`config.mk`:
```
export PLATFORM = sky130hd
export DESIGN_NAME = wb_slave_bridge
export DESIGN_NICKNAME = d
export VERILOG_FILES = /design/src/rtl/wb_slave_bridge.sv
export SDC_FILE = /design/constraint.sdc
export NUM_CORES = 1
export LEC_CHECK = 0
export CAP_MARGIN = 10
export CORE_AREA = 3 3 207 209
export CTS_CLUSTER_SIZE = 14
export DETAILED_ROUTE_END_ITERATION = 12
export DIE_AREA = 0 0 210 212
export PLACE_DENSITY = 0.7
export SLEW_MARGIN = 10
export SYNTH_ARGS = -nofsm -noshare
export SYNTH_HDL_FRONTEND = slang
export SYNTH_SLANG_ARGS = --single-unit
```
`constraint.sdc`:
```
create_clock -name clock -period 8.9 [get_ports clock]
set_input_delay 1.335 -clock clock [delete_from_list [all_inputs] [get_ports clock]]
set_output_delay 1.335 -clock clock [all_outputs]
set_load 0.02 [all_outputs]
```
`src/rtl/wb_slave_bridge.sv`:
```
// Wishbone slave bridge that turns single transfers into register or FIFO operations on a host-side handshake.
// Optional wait-state timeout is enabled by defining WB_SLAVE_BRIDGE_TIMEOUT_EN.
module wb_slave_bridge #(
    parameter int DATA_W   = 128,
    parameter int ADR_W    = 5,
    parameter int NUM_REGS = 16,
    parameter int FIFO_ADR = 16,
    parameter int CMD_ADR  = 0,
    parameter int TIMEOUT  = 255
) (
    input  logic              clock,
    input  logic              reset,
    input  logic              strobe,
    input  logic              we_i,
    input  logic [ADR_W-1:0]  adr_i,
    input  logic [DATA_W-1:0] wb_data_i,
    output logic [DATA_W-1:0] wb_data_o,
    output logic              ack_o,
    output logic              error_o,
    input  logic [DATA_W-1:0] host_data_i,
    input  logic              cmd_done_i,
    input  logic              data_done_i,
    output logic [DATA_W-1:0] host_data_o,
    output logic              new_command,
    output logic              new_data,
    output logic              reg_read_en,
    output logic              reg_write_en,
    output logic              fifo_read_en,
    output logic              fifo_write_en
);

    typedef enum logic [2:0] {
        IDLE,
        REG_WAIT,
        FIFO_WAIT,
        ACK,
        ERR
    } state_t;

    state_t state;
    state_t state_next;

    logic        armed;
    logic        txn_we;
    logic [31:0] adr_ext;
    logic        is_reg;
    logic        is_fifo;
    logic        is_cmd;
    logic        accept;
    logic        timed_out;
    logic        rd_capture;

    logic              reg_write_en_nxt;
    logic              reg_read_en_nxt;
    logic              fifo_write_en_nxt;
    logic              fifo_read_en_nxt;
    logic              new_command_nxt;
    logic              new_data_nxt;
    logic              ack_nxt;
    logic              error_nxt;
    logic [DATA_W-1:0] host_data_nxt;
    logic [DATA_W-1:0] wb_data_nxt;

    assign adr_ext = 32'(adr_i);
    // Register window takes precedence should the FIFO address overlap it.
    assign is_reg  = adr_ext < 32'(NUM_REGS);
    assign is_fifo = !is_reg && (adr_ext == 32'(FIFO_ADR));
    assign is_cmd  = adr_ext == 32'(CMD_ADR);
    assign accept  = (state == IDLE) && strobe && armed;

`ifdef WB_SLAVE_BRIDGE_TIMEOUT_EN
    localparam int CNT_W = (TIMEOUT < 2) ? 1 : $clog2(TIMEOUT + 1);

    logic [CNT_W-1:0] wait_cnt;

    // Counter reads k in the k-th wait cycle after the enable pulse (which is cycle 0).
    always_ff @(posedge clock or posedge reset) begin
        if (reset) begin
            wait_cnt <= '0;
        end else if (state == REG_WAIT || state == FIFO_WAIT) begin
            wait_cnt <= wait_cnt + 1'b1;
        end else begin
            wait_cnt <= '0;
        end
    end

    assign timed_out = (wait_cnt == CNT_W'(TIMEOUT - 1));
`else
    assign timed_out = 1'b0;
`endif

    // NOTE: sequential state uses non-blocking assignments so every register samples pre-edge values.
    always_ff @(posedge clock or posedge reset) begin
        if (reset) begin
            state <= IDLE;
        end else begin
            state <= state_next;
        end
    end

    // NOTE: every combinational output gets a default first so no path leaves it unassigned (no latch).
    always_comb begin
        state_next = state;
        unique case (state)
            IDLE: begin
                if (accept) begin
                    if (is_reg)       state_next = REG_WAIT;
                    else if (is_fifo) state_next = FIFO_WAIT;
                    else              state_next = ERR;
                end
            end
            REG_WAIT: begin
                if (!strobe)         state_next = IDLE;
                else if (cmd_done_i) state_next = ACK;
                else if (timed_out)  state_next = ERR;
            end
            FIFO_WAIT: begin
                if (!strobe)          state_next = IDLE;
                else if (data_done_i) state_next = ACK;
                else if (timed_out)   state_next = ERR;
            end
            ACK:     state_next = IDLE;
            ERR:     state_next = IDLE;
            default: state_next = IDLE;
        endcase
    end

    always_comb begin
        reg_write_en_nxt  = accept && is_reg && we_i;
        reg_read_en_nxt   = accept && is_reg && !we_i;
        fifo_write_en_nxt = accept && is_fifo && we_i;
        fifo_read_en_nxt  = accept && is_fifo && !we_i;
        new_command_nxt   = reg_write_en_nxt && is_cmd;
        new_data_nxt      = fifo_write_en_nxt;
        ack_nxt           = (state_next == ACK);
        error_nxt         = (state_next == ERR);

        host_data_nxt = host_data_o;
        if (accept && we_i) begin
            host_data_nxt = wb_data_i;
        end

        rd_capture = 1'b0;
        if (strobe && !txn_we) begin
            rd_capture = ((state == REG_WAIT) && cmd_done_i) ||
                         ((state == FIFO_WAIT) && data_done_i);
        end
        wb_data_nxt = rd_capture ? host_data_i : wb_data_o;
    end

    // Armed re-arms on any idle strobe sample so one held strobe yields only one transfer.
    always_ff @(posedge clock or posedge reset) begin
        if (reset) begin
            armed  <= 1'b1;
            txn_we <= 1'b0;
        end else begin
            if (!strobe)     armed <= 1'b1;
            else if (accept) armed <= 1'b0;
            if (accept)      txn_we <= we_i;
        end
    end

    always_ff @(posedge clock or posedge reset) begin
        if (reset) begin
            reg_write_en  <= 1'b0;
            reg_read_en   <= 1'b0;
            fifo_write_en <= 1'b0;
            fifo_read_en  <= 1'b0;
            new_command   <= 1'b0;
            new_data      <= 1'b0;
            ack_o         <= 1'b0;
            error_o       <= 1'b0;
            host_data_o   <= '0;
            wb_data_o     <= '0;
        end else begin
            reg_write_en  <= reg_write_en_nxt;
            reg_read_en   <= reg_read_en_nxt;
            fifo_write_en <= fifo_write_en_nxt;
            fifo_read_en  <= fifo_read_en_nxt;
            new_command   <= new_command_nxt;
            new_data      <= new_data_nxt;
            ack_o         <= ack_nxt;
            error_o       <= error_nxt;
            host_data_o   <= host_data_nxt;
            wb_data_o     <= wb_data_nxt;
        end
    end

endmodule
```
==> qor.csv, run 1 <==
metric,value,unit
grt_overflow_total,0,
dpl-instance-area,16300,um^2
fin_tns_setup,0,ns
wl_met1,11.8,mm
port_buffers,530,
syn_area,10700,um^2
initialDrtViolationCount,295,
post_cts_buffers,0,
critPathKind,primary input to register,
outcome,completed,
synthFlopType,dfrtp_1,
start_kind,primary input,
yosysMostFrequentCell,dfrtp_1,
nets,1389,
cts_hold_buf,0,
path_cells,clkdlybuf4s50_1 > nor4b_2 > nand3_4 > buf_4 > mux2_1,
met2_length,16.1,mm
utilization,42.3,%
crit_slowest_cell,buf_4,
ys_seq_elements,268,
fin_area,17400,um^2
cpPeakStageDelay,0.66,ns
hold_ws,0.488,ns
max-clock-path-buffers,3,
synth_top_area_cell,dfrtp_1,
fin_worst_skew,0.0129,ns
drive_gt1_share,21.3,%
fillers,3711,
dr_wl_met3,2.85,mm
ctsRootBufferMaster,clkbuf_16,
cts_tree,yes,
netlist_instances,582,
leakage,7.33,nW
pwr_density_cell,345,nW/um^2
grt_use_total,13.6,%
io_pins,531,
relSlewSlack,21.7,%
via_per_inst,4.19,
grt_first_pass_wirelength,47.6,mm
netlist.area_leader.share,62.6,%
drc,0,
cts.sinks,268,
synth_cell_types,25,
rsz0062_at_grt,no,
avgSynthCellArea,18.3,um^2
min-delay-path-class,register to register,
wl_per_cell,18.9,um
initial_core_util,26.0,%
setup_violations,0,
grt_antenna_before_repair,0,
insertion_delay,0.56,ns
first_pass_iters,4,
r2r_slack,5.86,ns
vias,7029,
grt_pass1_vias,7703,
cts_resized,0,
clock.fmax,265,MHz
drv_slew,0,
worstPathRequired,9.34,ns
drt_wl_total,31.7,mm
top_layer,met4,
clk_pin_slew,0.06,ns
seq_area_frac_synth,62.8,%
syn_to_final_growth,62.6,%
tightest_slew,1.18,ns
async_reset_ff_share,100,%
die_h,212,um
core-area,41000,um^2
yosys_warnings,0,
hold_viol_final,0,
cts_inserted_buffers,31,
core.rowCount,74,
grt_max_degree,140,
fin_crit_sh,42.3,%
end_kind,register,
worstPathArrival,4.20,ns
synth_edf_count,0,
route.antenna.remaining_nets,0,
syn_nets,849,
synthTopCellsByCount,"267 x dfrtp_1, 127 x mux2_4, 80 x mux2_1",
cap_viol_max_count,0,
die_w,210,um
vdd_ir_drop_max,0.000165,V
total_power,5.98,mW
min_period,3.77,ns
diodes,0,
synth_area_leaders,"dfrtp_1 63%, mux2_4 18%, mux2_1 8.4%",
dp_hpwl,23.6,mm
htree_levels,1,
cp_max_fo,83,
die-area,44500,um^2
globalplace.congestion,0.762,
## placed cells by master (no fill, tap or decap), types with 3 or more instances in the layout
cell and instances:
clkinv_2 11, mux2_2 49, clkbuf_8 8, a21boi_0 3
nor2_1 4, buf_4 5, clkdlybuf4s50_1 530, mux2_4 127
clkbuf_1 3, dfrtp_1 267, nor3b_1 3, inv_1 3
mux2_1 80, clkbuf_16 31
## per-layer routing
metal	track usage (%)	vias up
met5	0	-
met4	3.56	0
met3	4.96	50
met2	24.5	313
met1	15.3	3543
li1	-	3123
## worst max-delay path: cells and delay by family
family | cells | cell delay, ns
buffers and inverters | 2 | 1.16
and+or+nand+nor | 2 | 1.04
muxes | 1 | 0.51
## cell type report
class | instances | area [um^2] | share of cell area (%)
inverters | 4 | 22.5 | 0.130
well taps | 532 | 666 | 3.84
clock inverters | 16 | 139 | 0.800
flip-flops and latches | 268 | 6710 | 38.7
repair buffers | 536 | 5360 | 30.9
clock buffers | 42 | 897 | 5.17
multi-input cells | 281 | 3560 | 20.5
## cell families after synthesis
| kind of cell | share of synthesized area [%] |
|---|---|
| and+or+nand+nor | 1.02 |
| muxes | 31.5 |
| DFF | 62.8 |
| buffers and inverters | 3.88 |
| AOI/OAI and AO/OA | 0.785 |
## metrics by stage
| stage | std cells | setup slack, ns |
|---|---|---|
| floorplan | 582 | 0.185 |
| global placement | 1621 | 4.64 |
| detailed placement | 1621 | 4.56 |
| CTS | 1679 | 5.18 |
| global route | 1679 | 4.98 |
| finish | 1679 | 5.13 |
## path summary, 6_finish.rpt
kind                                       from         endpoint  cells after the start
worst max-delay path                     strobe  host_data_o[85]                      5
worst min-delay path            host_data_o[25]  host_data_o[25]                      1
worst max register to register         state[2]  host_data_o[85]                      4
worst min register to register  host_data_o[25]  host_data_o[25]                      1
max in group asynchronous                 reset   wb_data_o[108]                      3
min in group asynchronous                 reset    wb_data_o[44]                      2
## state kept, by name, indices dropped and copies added (netlist names)
signal,flops
fifo_write_en,1
reg_write_en,1
new_command,1
error_o,1
state,3
reg_read_en,1
ack_o,1
txn_we,1
host_data_o,128
wb_data_o,128
fifo_read_en,1
armed,1
## report_power, final
| part | switching (mW) | internal [mW] |
|---|---|---|
| Clock | 0.514 | 0.761 |
| Combinational | 1.18 | 1.49 |
| Sequential | 0.297 | 1.74 |
| Total | 1.99 | 3.99 |
Note: power is estimated with default switching activity, not from simulation.
==> run 2, diff against run 1 <==
- clock period: 8.9 -> 3.35 ns (I/O delays scaled with it)
==> qor.csv, run 2 (same netlist as run 1, synthesis figures left out) <==
metric,value,unit
r2r_slack,1.04,ns
grt_use_total,12.9,%
die_h,212,um
rsz0062_at_grt,no,
drc,0,
core-area,41000,um^2
grt_first_pass_wirelength,45.7,mm
first_pass_iters,4,
core.rowCount,74,
use_met1,14.8,%
via_per_inst,4.14,
nets,1402,
switchingPower,5.20,mW
cts_resized,0,
initialDrtViolationCount,257,
ctsRootBufferMaster,clkbuf_16,
grt_overflow_total,0,
vias,6998,
crit_slowest_cell,nor4b_2,
cts.sinks,268,
clk_pin_slew,0.06,ns
fillers,3699,
cap_viol_max_count,0,
globalplace.congestion,0.750,
grt_use_met3,3.88,%
grt_antenna_before_repair,0,
setup_violations,0,
insertion_delay,0.56,ns
post_cts_buffers,0,
vdd_ir_drop_max,0.000455,V
final_cells,1690,
fin_area,17500,um^2
max-clock-path-buffers,3,
drive_gt1_share,21.9,%
seq_power_share,34.2,%
crit_path_start,state[2],
tightest_slew,0.822,ns
fin_crit_sh,69.0,%
dpl-instance-area,16500,um^2
start_kind,register,
cts_hold_buf,0,
clock.fmax,433,MHz
initial_core_util,26.0,%
leakage,7.39,nW
pwr_density_cell,906,nW/um^2
worstPathArrival,2.74,ns
path_cells,nor4b_2 > nand3_4 > buf_4 > mux2_1,
grt_max_degree,84,
diodes,0,
critPathKind,register to register,
rr_startpoint,state[2],
p_clk_share,21.3,%
min_period,2.31,ns
dp_hpwl,23.2,mm
comb_power_share,44.5,%
top_regs,"host_data_o: 128 flops, wb_data_o: 128 flops, state: 3 flops",
use_met2,23.6,%
min-delay-path-class,primary input to async pin,
worstPathRequired,3.78,ns
outcome,completed,
hold_viol_final,0,
total_power,15.8,mW
relSlewSlack,45.2,%
end_kind,register,
wl_per_cell,18.1,um
cpPeakStageDelay,0.51,ns
hold_ws,0.259,ns
crit_buf_inv,1,
die_w,210,um
fin_worst_skew,0.0106,ns
placed_cells,1634,
cts_inserted_buffers,31,
drv_slew,0,
htree_levels,1,
intPower,10.6,mW
final_cell_mix,"530 x clkdlybuf4s50_1, 267 x dfrtp_1, 127 x mux2_4",
io_pins,531,
route.antenna.remaining_nets,0,
grt_busiest_layer,met2,
port_buffers,530,
syn_to_final_growth,64.0,%
switching_share,32.8,%
crit_family,simple AND/OR/NAND/NOR gates,
die-area,44500,um^2
grt_pass1_vias,7591,
cp_max_fo,62,
final_common_cell,clkdlybuf4s50_1,
cts_tree,yes,
drt_wl_total,30.6,mm
==> run 2: final cells by class <==
type	count	area (um^2)	share of cell area [%]
Sequential cell	268	6710	38.3
Timing Repair Buffer	549	5510	31.5
Tap cell	532	666	3.80
Multi-Input combinational cell	281	3560	20.3
Inverter	4	18.8	0.107
Clock inverter	15	165	0.944
Clock buffer	41	873	4.99
==> run 2: worst paths after layout <==
path	end	cells after the start
setup / recovery	host_data_o[1]	4
min in group clock	host_data_o[113]	1
hold / removal	wb_data_o[78]	2
setup reg to reg	host_data_o[1]	4
hold reg to reg	host_data_o[113]	1
max in group asynchronous	host_data_o[56]	4
==> run 2: worst reg2reg max path, stage by stage (launching register included) <==
cell and delay [ns]:
dfrtp_1 0.46, nor4b_2 0.51, nand3_4 0.28, buf_4 0.44
mux2_1 0.49
==> run 2: per-layer routing <==
| metal | vias to the layer above | part of all wire [%] |
|---|---|---|
| met5 | - | 0 |
| met4 | 0 | 2.5 |
| met3 | 43 | 7.6 |
| met2 | 297 | 53 |
| met1 | 3500 | 37 |
| li1 | 3158 | - |
==> run 2: power by group through the flow <==
stage               combinational [mW]  sequential (mW)  clock (mW)
floorplan                         1.77             7.10           0
global placement                  7.04             5.42           0
detailed placement                7.13             5.44           0
CTS                               7.14             5.43        3.52
global route                      7.35             5.60        3.62
finish                            7.05             5.41        3.38
==> run 2: stage by stage <==
step           worst slack [ns]  setup TNS, ns  util [%]
2_1_floorplan            -0.691        -184.54         -
3_3_place_gp              0.626              0      40.1
3_5_place_dp              0.571              0      40.1
4_1_cts                   0.999              0      42.7
5_1_grt                   0.875              0      42.7
6_report                   1.04              0      42.7
